--- src/rtl/bpsk_demodulator.sv ---
// BPSK demodulator: correlates each carrier period against a square reference,
// decides one bit per symbol and packs bits LSB-first into DATA_WIDTH-bit words.
module bpsk_demodulator #(
  parameter int unsigned SAMPLE_NUMBER = 256,
  parameter int unsigned SAMPLE_WIDTH  = 12,
  parameter int unsigned DATA_WIDTH    = 12
) (
  input  logic                           clk,
  input  logic                           rst,
  input  logic                           en,
  input  logic                           align,
  input  logic signed [SAMPLE_WIDTH-1:0] signal_in,
  output logic                           bit_out,
  output logic                           bit_valid,
  output logic        [DATA_WIDTH-1:0]   data_out,
  output logic                           data_valid
);

  localparam int unsigned CntW = $clog2(SAMPLE_NUMBER);
  localparam int unsigned BitW = (DATA_WIDTH > 1) ? $clog2(DATA_WIDTH) : 1;
  // One extra bit over log2(N)*max|sample| so +/-N*2^(W-1) never wraps.
  localparam int unsigned AccW = SAMPLE_WIDTH + CntW + 1;

  localparam logic [CntW-1:0] LastIdx = CntW'(SAMPLE_NUMBER - 1);
  localparam logic [CntW-1:0] HalfIdx = CntW'(SAMPLE_NUMBER / 2);
  localparam logic [BitW-1:0] LastBit = BitW'(DATA_WIDTH - 1);

  logic        [CntW-1:0]       sample_cnt_q, sample_cnt_d;
  logic        [BitW-1:0]       bit_cnt_q, bit_cnt_d;
  logic signed [AccW-1:0]       acc_q, acc_d;
  logic        [DATA_WIDTH-1:0] word_q, word_d;
  logic                         bit_out_q, bit_out_d;
  logic                         bit_valid_q, bit_valid_d;
  logic        [DATA_WIDTH-1:0] data_out_q, data_out_d;
  logic                         data_valid_q, data_valid_d;

  logic signed [AccW-1:0]       sample_ext;
  logic signed [AccW-1:0]       contrib;
  logic signed [AccW-1:0]       acc_sum;
  logic                         decision;
  logic                         last_sample;
  logic                         last_bit;
  logic        [DATA_WIDTH-1:0] word_full;

  // Square-reference correlation term and bit decision for the current sample.
  always_comb begin
    sample_ext  = AccW'(signal_in);
    contrib     = (sample_cnt_q >= HalfIdx) ? -sample_ext : sample_ext;
    acc_sum     = acc_q + contrib;
    // Strictly positive decides 1; zero decides 0.
    decision    = !acc_sum[AccW-1] && (acc_sum != '0);
    last_sample = (sample_cnt_q == LastIdx);
    last_bit    = (bit_cnt_q == LastBit);
    word_full   = word_q;
    word_full[bit_cnt_q] = decision;
  end

  // Next-state: align wins over en and drops any coinciding completion.
  always_comb begin
    sample_cnt_d = sample_cnt_q;
    bit_cnt_d    = bit_cnt_q;
    acc_d        = acc_q;
    word_d       = word_q;
    bit_out_d    = bit_out_q;
    bit_valid_d  = 1'b0;
    data_out_d   = data_out_q;
    data_valid_d = 1'b0;

    if (align) begin
      sample_cnt_d = '0;
      bit_cnt_d    = '0;
      acc_d        = '0;
      word_d       = '0;
    end else if (en) begin
      if (last_sample) begin
        sample_cnt_d = '0;
        acc_d        = '0;
        bit_out_d    = decision;
        bit_valid_d  = 1'b1;
        if (last_bit) begin
          bit_cnt_d    = '0;
          word_d       = '0;
          data_out_d   = word_full;
          data_valid_d = 1'b1;
        end else begin
          bit_cnt_d = bit_cnt_q + BitW'(1);
          word_d    = word_full;
        end
      end else begin
        sample_cnt_d = sample_cnt_q + CntW'(1);
        acc_d        = acc_sum;
      end
    end
  end

  // State and registered outputs, cleared asynchronously by rst.
  always_ff @(posedge clk or posedge rst) begin
    if (rst) begin
      sample_cnt_q <= '0;
      bit_cnt_q    <= '0;
      acc_q        <= '0;
      word_q       <= '0;
      bit_out_q    <= 1'b0;
      bit_valid_q  <= 1'b0;
      data_out_q   <= '0;
      data_valid_q <= 1'b0;
    end else begin
      sample_cnt_q <= sample_cnt_d;
      bit_cnt_q    <= bit_cnt_d;
      acc_q        <= acc_d;
      word_q       <= word_d;
      bit_out_q    <= bit_out_d;
      bit_valid_q  <= bit_valid_d;
      data_out_q   <= data_out_d;
      data_valid_q <= data_valid_d;
    end
  end

  assign bit_out    = bit_out_q;
  assign bit_valid  = bit_valid_q;
  assign data_out   = data_out_q;
  assign data_valid = data_valid_q;

endmodule

--- config.mk ---
export PLATFORM = sky130hd
export DESIGN_NAME = bpsk_demodulator
export DESIGN_NICKNAME = d
export VERILOG_FILES = /design/src/rtl/bpsk_demodulator.sv
export SDC_FILE = /design/constraint.sdc
export NUM_CORES = 1
export LEC_CHECK = 0
export ABC_AREA = 1
export CAP_MARGIN = 30
export CORE_UTILIZATION = 45
export CTS_CLUSTER_SIZE = 40
export DETAILED_ROUTE_END_ITERATION = 7
export HOLD_SLACK_MARGIN = 0.12
export PLACE_DENSITY = 0.73
export SYNTH_ARGS = -nofsm -noshare
export SYNTH_HDL_FRONTEND = slang
export SYNTH_SLANG_ARGS = --single-unit
--- constraint.sdc ---
create_clock -name clk -period 8.1 [get_ports clk]
set_input_delay 1.62 -clock clk [delete_from_list [all_inputs] [get_ports clk]]
set_output_delay 1.62 -clock clk [all_outputs]
set_load 0.005 [all_outputs]
==> metrics, run 1 <==
Slew @ Worst Pin=0.792 ns; Cell Area, Placed=4860 µm²; DRT Pass-1 Iters=6; crit path buf inv count=3; Finished Layout Cells=818; Hold Worst Slack=0.478 ns; setup slack, reg-to-reg=4.56 ns; DR DRC count=0; WP data required=8.33 ns; Post-CTS Setup Bufs=0; initial antenna violation count=0; slowest cell delay on critical path=0.46 ns; path depth of the worst reg2reg path=22; CTS sink count=59; Slew Viols, Final=0; Crit. End Element=flip-flop; # port buffers=30; via count=4269; pin count of the biggest net entering global routing=60; die area=10300 µm²; H-tree Lvls=3; Ys Warns=0; final instance area=5090 µm²; final core occ=54.0%; Critical Path Stages=25; placed cell count=803; max cap viols=0; Pleak=2.74 nW; GRT Overall Usage=24.1%; Crit Path Max Fanout=13; setup TNS=0 ns; nets=730; Reg clk slew, reported paths=0.07 ns; routed length per instance=13.7 µm; # rows=35; CP most frequent cell=nand2_1; Mapped Cells=653; core footprint=9420 µm²; vias per cell=5.22; share of layout cells above drive strength 1=7.69%; met2 usage=36.9%; crit path DAT=5.47 ns; critical path class=in -> reg; dpl hpwl=8.56 mm; Initial DRC Count=286; Initial Util=47.2%; Total Routed Length=11.2 mm; f_max=191 MHz; setup repair after global routing missed its margin=false; Worst Slack Setup Final=2.86 ns; CP startpoint=signal_in[2]; Pwr Total=0.884 mW; Synth Area per Inst=6.81 µm²; VDD IR max=0.116 mV; syn_nets=698; Die H=101 µm; Setup crit end=word_q[8]; Post-DRT Antenna Nets=0; Fin Clk Skew=0.0128 ns; IO Count=31; sequential-to-total area share from yosys stat=33.2%; CP top delay family=simple AND/OR/NAND/NOR gates; final hold violation count=0; R2R Path End=word_q[8]; clock root buffer master=clkbuf_8; FF-to-FF Start=sample_cnt_q[7]; Remaining Overflow, GRT=0; Setup Viol. Count Final=0; worst-skew pair later-pin latency=0.34 ns; GP Congestion=0.949; Max clock buf depth=2; Synth top area share=33.2%; Startpoint Class=input port; M3 GR Usage=2.97%; vias in the first global route=4086; Syn Std Cell Area=4450 µm²; synth top area cells=dfrtp_1 (33%), nand2_1 (17%), inv_1 (8.6%); met1 Track Usage GR=35.1%; Max-slew headroom=47.2%; Antenna Cells=0; # hold bufs at CTS=0; cell taking the most area after synthesis=dfrtp_1; power per cell area=174 nW/µm²; CP max-delay cell=clkdlybuf4s50_1; post_cts resized=0; Final min period=5.24 ns; Distinct cells, synth=35; CTS tree=done; global-route wire length before repair=19.2 mm; TritonCTS buffer count=9; Place WS=2.50 ns; most utilized layer in the global route result=met2; DIE WIDTH=101 µm; outcome=completed; path category of the worst min-delay check=reg -> reg; flops & latches, synth=59; Layout area overhead=14.4%; fin crit share=64.7%
[tightest hold or removal path, delay by kind of cell (launching register included)]
family	cells	cell delay [ns]
flip-flops	1	0.34
AND/OR/NAND/NOR	2	0.10
[synth_stat cells]
| cell type | number |
|---|---|
| xor2_1 | 15 |
| nand2_1 | 204 |
| o21ai_0 | 20 |
| buf_4 | 1 |
| o21bai_1 | 1 |
| fa_1 | 1 |
| o2bb2ai_1 | 1 |
| clkbuf_1 | 7 |
| ha_1 | 28 |
| nor3_2 | 1 |
| o32ai_1 | 1 |
| nand3b_1 | 5 |
| nand3_2 | 2 |
| a21oi_1 | 17 |
| nor2_1 | 55 |
| inv_1 | 102 |
| a31o_2 | 1 |
| xor2_2 | 1 |
| buf_6 | 2 |
| or2_2 | 11 |
| nand2_2 | 12 |
| clkinv_1 | 1 |
| nor2_2 | 6 |
| o22ai_1 | 6 |
| or2_4 | 1 |
| a32o_1 | 8 |
| and2_1 | 1 |
| nor3_1 | 9 |
| and3_1 | 1 |
| buf_2 | 1 |
| nor4_1 | 2 |
| nand3_1 | 62 |
| dfrtp_1 | 59 |
| xnor2_1 | 3 |
| nand4_1 | 5 |
[where the power goes]
| group | switching [mW] | internal, mW | total [mW] |
|---|---|---|---|
| Sequential | 0.0101 | 0.310 | 0.320 |
| Combinational | 0.172 | 0.0849 | 0.257 |
| Clock | 0.119 | 0.188 | 0.308 |
[layout make-up]
class	count	area (µm²)
timing repair buffer	32	315
clock buffer	11	151
fill	888	4330
multi-input combinational	480	2520
inverter	103	387
tap	129	161
sequential	59	1480
clock inverter	4	73.8
[per-layer routing]
metal | wire, µm | vias up | share of wire, %
met5 | 0 | - | 0
met4 | 184 | 0 | 1.6
met3 | 829 | 16 | 7.4
met2 | 4930 | 137 | 44
met1 | 5280 | 1980 | 47
li1 | - | 2136 | -
[kinds of logic (layout without fill, tap and decap cells)]
group	count (synthesis)	after routing	share of synthesized area (%)
AO/OA/AOI/OAI	55	55	7.57
XOR/XNOR	19	19	3.91
adder cells (fa/ha/maj)	29	29	8.33
buffers and inverters	114	150	10.1
flip-flops	59	59	33.2
AND/OR/NAND/NOR	377	377	36.9
[state kept, by name (all words and copies together) (netlist names)]
register and cells:
acc_q 21, data_out 12, bit_valid 1, word_q 11, bit_cnt_q 4, sample_cnt_q 8
bit_out 1, data_valid 1
[cell usage in the layout, fill, tap and decap left out, types with 15 or more instances in the layout]
cell type	n
nand3_1	62
o21ai_0	20
a21oi_1	17
inv_1	101
nand2_1	204
clkdlybuf4s50_1	30
xor2_1	15
dfrtp_1	59
nor2_1	55
ha_1	28
[how the worst min path moves through the flow]
stage	start	to	cells after the start	slack, ns
after floorplan	word_q[0]	word_q[0]	2	0.44
after global placement	word_q[3]	word_q[3]	2	0.45
after detailed placement	word_q[6]	word_q[6]	2	0.46
after CTS	word_q[6]	word_q[6]	2	0.48
after global routing	word_q[6]	word_q[6]	2	0.50
final	data_out[10]	data_out[10]	2	0.48
Power figures use the tool's default switching activity.
==> inputs of run 2 (changes only) <==
- clock period: 8.1 -> 5.3 ns (I/O delays scaled with it)
==> run 2 against run 1 <==
Hold slack worse by 0.0015 ns. Largest power group unchanged. Clock skew shrank 0.0019 ns. Critical path type unchanged. Combinational power increased by 52%. Sequential power is 52% higher. Clock power rose by 51%. Highest routed layer unchanged. Largest cell class unchanged. Sequential cell count unchanged. Total power rose by 52%. Count of clock-buffer cells in the layout shrank 2. Critical path depth fell by 1. Via count hardly changed.
==> metrics, run 2 (synthesis results as in run 1) <==
Pleak=2.74 nW (about the same); Final min period=4.74 ns; initial antenna violation count=0 (unchanged); nets=730 (unchanged); IO Count=31 (unchanged); power per cell area=264 nW/µm² (was 174 nW/µm²); # rows=35 (unchanged); fin crit share=89.5%; Reg clk slew, reported paths=0.08 ns (was 0.07 ns); crit path DAT=4.99 ns (was 5.47 ns); max reg flops=21 (unchanged); f_max=211 MHz; placed cell count=803 (unchanged); via count=4267 (was 4269); Slew @ Worst Pin=0.779 ns (was 0.792 ns); TritonCTS buffer count=9 (unchanged); most common cell after layout, fill and taps aside=nand2_1 (unchanged); Largest Register=acc_q (unchanged); vias in the first global route=4027 (was 4086); WP data required=5.54 ns (was 8.33 ns); # hold bufs at CTS=0 (unchanged); Worst Hold Depth=2 (unchanged); H-tree Lvls=3 (unchanged); Total Routed Length=11.3 mm (was 11.2 mm); DRT Pass-1 Iters=5 (was 6); Hold Worst Slack=0.476 ns (was 0.478 ns); die area=10300 µm² (unchanged); path depth of the worst reg2reg path=21 (was 22); core footprint=9420 µm² (unchanged); Setup Viol. Count Final=0 (unchanged); CTS tree=done (unchanged); vias per cell=5.21 (was 5.22); GRT Overall Usage=24.1% (about the same); dpl hpwl=8.76 mm (was 8.56 mm); clock root buffer master=clkbuf_8 (unchanged); Cell Area, Placed=4860 µm² (unchanged); Finished Layout Cells=819 (was 818); DR DRC count=0 (unchanged); most frequent cells in the layout=nand2_1 (204), inv_1 (101), nand3_1 (62), dfrtp_1 (59), nor2_1 (55) (unchanged); VDD IR max=0.234 mV (was 0.116 mV); Remaining Overflow, GRT=0 (unchanged); path category of the worst min-delay check=reg -> reg (unchanged); # port buffers=30 (unchanged); Die H=101 µm (unchanged); worst-skew pair later-pin latency=0.35 ns (was 0.34 ns); setup TNS=0 ns (unchanged); outcome=completed (unchanged); filler instances=918 (was 888); critical path class=in -> reg (unchanged); Max-slew headroom=48.0% (was 47.2%); setup repair after global routing missed its margin=false (unchanged); Post-CTS Setup Bufs=0 (unchanged); Startpoint Class=input port (unchanged); Max clock buf depth=2 (unchanged); pin count of the biggest net entering global routing=60 (unchanged); CTS sink count=59 (unchanged); DIE WIDTH=101 µm (unchanged); GP Congestion=0.943 (was 0.949); Fin Clk Skew=0.0109 ns (was 0.0128 ns); share of layout cells above drive strength 1=7.83% (was 7.69%); Initial DRC Count=336 (was 286); final hold violation count=0 (unchanged); Initial Util=47.2% (unchanged); post_cts resized=0 (unchanged); routed length per instance=13.8 µm (was 13.7 µm); Slew Viols, Final=0 (unchanged); Crit Path Max Fanout=13 (unchanged); Layout area overhead=14.4% (about the same); Post-DRT Antenna Nets=0 (unchanged); final instance area=5090 µm² (about the same); Crit. End Element=flip-flop (unchanged); Antenna Cells=0 (unchanged); max cap viols=0 (unchanged); global-route wire length before repair=19.0 mm (was 19.2 mm)
[run 2: final timing paths]
path,startpoint,to,slack [ns]
max,signal_in[2],data_out[9],0.56
min,word_q[4],word_q[4],0.48
max reg2reg,sample_cnt_q[7],data_out[9],1.79
min reg2reg,word_q[4],word_q[4],0.48
max in group asynchronous,rst,acc_q[9],3.56
min in group asynchronous,rst,acc_q[3],1.26
[run 2: cell type report]
type	count	area [µm²]	share of cell area [%]
multi-input cells	480	2520	49.6
flip-flops and latches	59	1480	29.0
inverters	103	387	7.60
repair buffers	32	315	6.20
well taps	129	161	3.17
clock buffers	9	124	2.44
clock inverters	7	100	1.97
[run 2: through the flow]
step	total power [mW]	utilization (%)	setup WS, ns
after floorplan	0.780	-	1.38
after global placement	0.875	51.6	0.353
after detailed placement	0.878	51.6	0.247
after CTS	1.35	54.0	0.587
after global routing	1.42	54.0	0.0325
final	1.34	54.0	0.557
[run 2: power by group]
part / leakage (nW) / internal [mW] / total, mW / switching [mW]
clock network: 0.114 / 0.268 / 0.465 / 0.197
registers: 0.809 / 0.473 / 0.488 / 0.0149
logic: 1.81 / 0.130 / 0.390 / 0.260
[run 2: worst max-delay path: stages]
cell             delay, ns
clkdlybuf4s50_1       0.48
nor3_1                0.29
nand2_1               0.08
nor2_1                0.12
nand3_1               0.14
nor4_1                0.45
nor2_1                0.12
a31o_2                0.25
ha_1                  0.36
nand2_1               0.11
inv_1                 0.09
nand2_1               0.10
nor3_1                0.17
nand2_1               0.12
nand3_1               0.10
nand2_1               0.09
nor2_1                0.11
nand2_1               0.06
nor2_1                0.08
nand2_1               0.07
nand2_2               0.27
nand2_1               0.12
nand3_1               0.09
nand2_1               0.05
[run 2: per-layer routing]
layer  global-route usage [%]  routed length [µm]  up-vias
li1                         -                   -     2131
met1                     33.3                5410     2002
met2                     38.0                5110      115
met3                     4.21                 591       19
met4                     8.70                 180        0
met5                        0                   0        -
==> inputs of run 3 (changes only) <==
- CTS_CLUSTER_SIZE: 40 -> default
- PLACE_DENSITY: 0.73 -> 0.62
==> run 3 against run 2 <==
First-iteration DRC count down 24%. Sequential power barely moved. Final area shrank 0.17%. Critical endpoint is now word_q[10].
==> metrics, run 3 (synthesis results as in run 1) <==
outcome=completed (unchanged); global-route wire length before repair=19.1 mm (was 19.0 mm); # port buffers=30 (unchanged); Post-DRT Antenna Nets=0 (unchanged); H-tree Lvls=3 (unchanged); Max-slew headroom=43.6% (was 48.0%); Switching Share=34.3% (was 35.2%); Layout area overhead=14.2% (was 14.4%); Die H=101 µm (unchanged); share of layout cells above drive strength 1=7.69% (was 7.83%); setup repair after global routing missed its margin=false (unchanged); Antenna Cells=0 (unchanged); Finished Layout Cells=818 (was 819); final hold violation count=0 (unchanged); core footprint=9420 µm² (unchanged); post_cts resized=0 (unchanged); final core occ=53.9% (was 54.0%); IO Count=31 (unchanged); Reg clk slew, reported paths=0.06 ns (was 0.08 ns); # hold bufs at CTS=0 (unchanged); die area=10300 µm² (unchanged); Slew @ Worst Pin=0.845 ns (was 0.779 ns); vias per cell=5.08 (was 5.21); Final min period=4.91 ns (was 4.74 ns); fin crit share=92.6% (was 89.5%); nets=730 (unchanged); Initial DRC Count=256 (was 336); final instance area=5080 µm² (was 5090 µm²); clock root buffer master=clkbuf_8 (unchanged); Total Routed Length=11.3 mm (about the same); CTS tree=done (unchanged); TritonCTS buffer count=9 (unchanged); WP data required=5.53 ns (was 5.54 ns); setup TNS=0 ns (unchanged); GP Congestion=0.919 (was 0.943); Largest Register=acc_q (unchanged); Slew Viols, Final=0 (unchanged); most frequent cells in the layout=nand2_1 (204), inv_1 (101), nand3_1 (62), dfrtp_1 (59), nor2_1 (55) (unchanged); Seq pwr share=36.7% (was 36.4%); Pwr Total=1.33 mW (was 1.34 mW); critical path class=in -> reg (unchanged); f_max=204 MHz (was 211 MHz); max reg flops=21 (unchanged); Crit. End Element=flip-flop (unchanged); routed length per instance=13.9 µm (was 13.8 µm); DRT Pass-1 Iters=6 (was 5); Worst Slack Setup Final=0.390 ns (was 0.557 ns); combinational group share of total power=28.9% (was 29.0%); setup slack, reg-to-reg=1.77 ns (was 1.79 ns); CTS sink count=59 (unchanged); Hold Worst Slack=0.478 ns (was 0.476 ns); Setup Viol. Count Final=0 (unchanged); path category of the worst min-delay check=reg -> reg (unchanged); most common cell after layout, fill and taps aside=nand2_1 (unchanged); Cell Area, Placed=4860 µm² (unchanged); max cap viols=0 (unchanged); Place WS=0.212 ns (was 0.247 ns); Startpoint Class=input port (unchanged); VDD IR max=0.107 mV (was 0.234 mV); pin count of the biggest net entering global routing=39 (was 60); crit path DAT=5.14 ns (was 4.99 ns); Fin Clk Skew=0.0143 ns (was 0.0109 ns); GRT Overall Usage=24.1% (about the same); vias in the first global route=3971 (was 4027); power per cell area=262 nW/µm² (was 264 nW/µm²); initial antenna violation count=0 (unchanged); worst-skew pair later-pin latency=0.35 ns (about the same); Pleak=2.73 nW (was 2.74 nW); Crit Path Max Fanout=13 (unchanged); placed cell count=803 (unchanged); Post-CTS Setup Bufs=0 (unchanged); net switching power=0.456 mW (was 0.472 mW); Max clock buf depth=2 (unchanged); Clock power frac=34.5% (was 34.6%); # rows=35 (unchanged); dpl hpwl=8.71 mm (was 8.76 mm); Remaining Overflow, GRT=0 (unchanged); internal power=0.876 mW (was 0.870 mW); DIE WIDTH=101 µm (unchanged); Initial Util=47.2% (unchanged); DR DRC count=0 (unchanged); via count=4153 (was 4267)
run 3: cell count changes in the layout (fill, tap and decap cells not counted):
cell / before / now
clkinv_4: 3 / 0
clkbuf_8: 9 / 10
inv_6: 1 / 0
clkinv_2: 1 / 2
clkinvlp_4: 0 / 1
run 3: worst paths after layout:
path / startpoint / end / cells after the start
worst max-delay path: signal_in[2] / word_q[10] / 25
worst min-delay path: data_out[8] / data_out[8] / 2
worst max register to register: sample_cnt_q[7] / word_q[10] / 22
worst min register to register: data_out[8] / data_out[8] / 2
max in group asynchronous: rst / acc_q[20] / 3
min in group asynchronous: rst / sample_cnt_q[2] / 2
run 3: metal layers:
layer  share of wire (%)  vias to the layer above  global-route usage (%)
li1                    -                     2130                       -
met1                  49                     1892                    34.2
met2                  44                      114                    37.4
met3                 5.3                       17                    3.73
met4                 1.7                        0                    8.47
met5                   0                        -                       0
run 3: worst max-delay path: stages:
cell and delay [ns]:
clkdlybuf4s50_1 0.46, nor3_1 0.26, nand2_1 0.09, nor2_1 0.14, nand3_1 0.14, nor4_1 0.55
nor2_1 0.16, a31o_2 0.26, ha_1 0.33, nand2_1 0.13, inv_1 0.06, nand2_1 0.11
inv_1 0.07, a21oi_1 0.22, nand2_1 0.07, nand2_1 0.06, nand2_1 0.06, nor2_1 0.10
nand2_1 0.08, nor2_1 0.09, nand2_1 0.07, nand2_2 0.27, nand2_1 0.12, nand3_1 0.09
nand2_1 0.05
run 3: power groups by stage:
stage	logic, mW	registers [mW]	clock network, mW
after floorplan	0.288	0.492	0
after global placement	0.377	0.496	0
after detailed placement	0.379	0.496	0
after CTS	0.382	0.488	0.467
after global routing	0.435	0.491	0.484
final	0.385	0.488	0.459
run 3: area by class of cell:
type | count | area [µm²]
inverters | 103 | 387
multi-input cells | 480 | 2520
clock inverters | 5 | 77.6
well taps | 129 | 161
repair buffers | 32 | 315
clock buffers | 10 | 138
flip-flops and latches | 59 | 1480
fillers | 932 | 4340
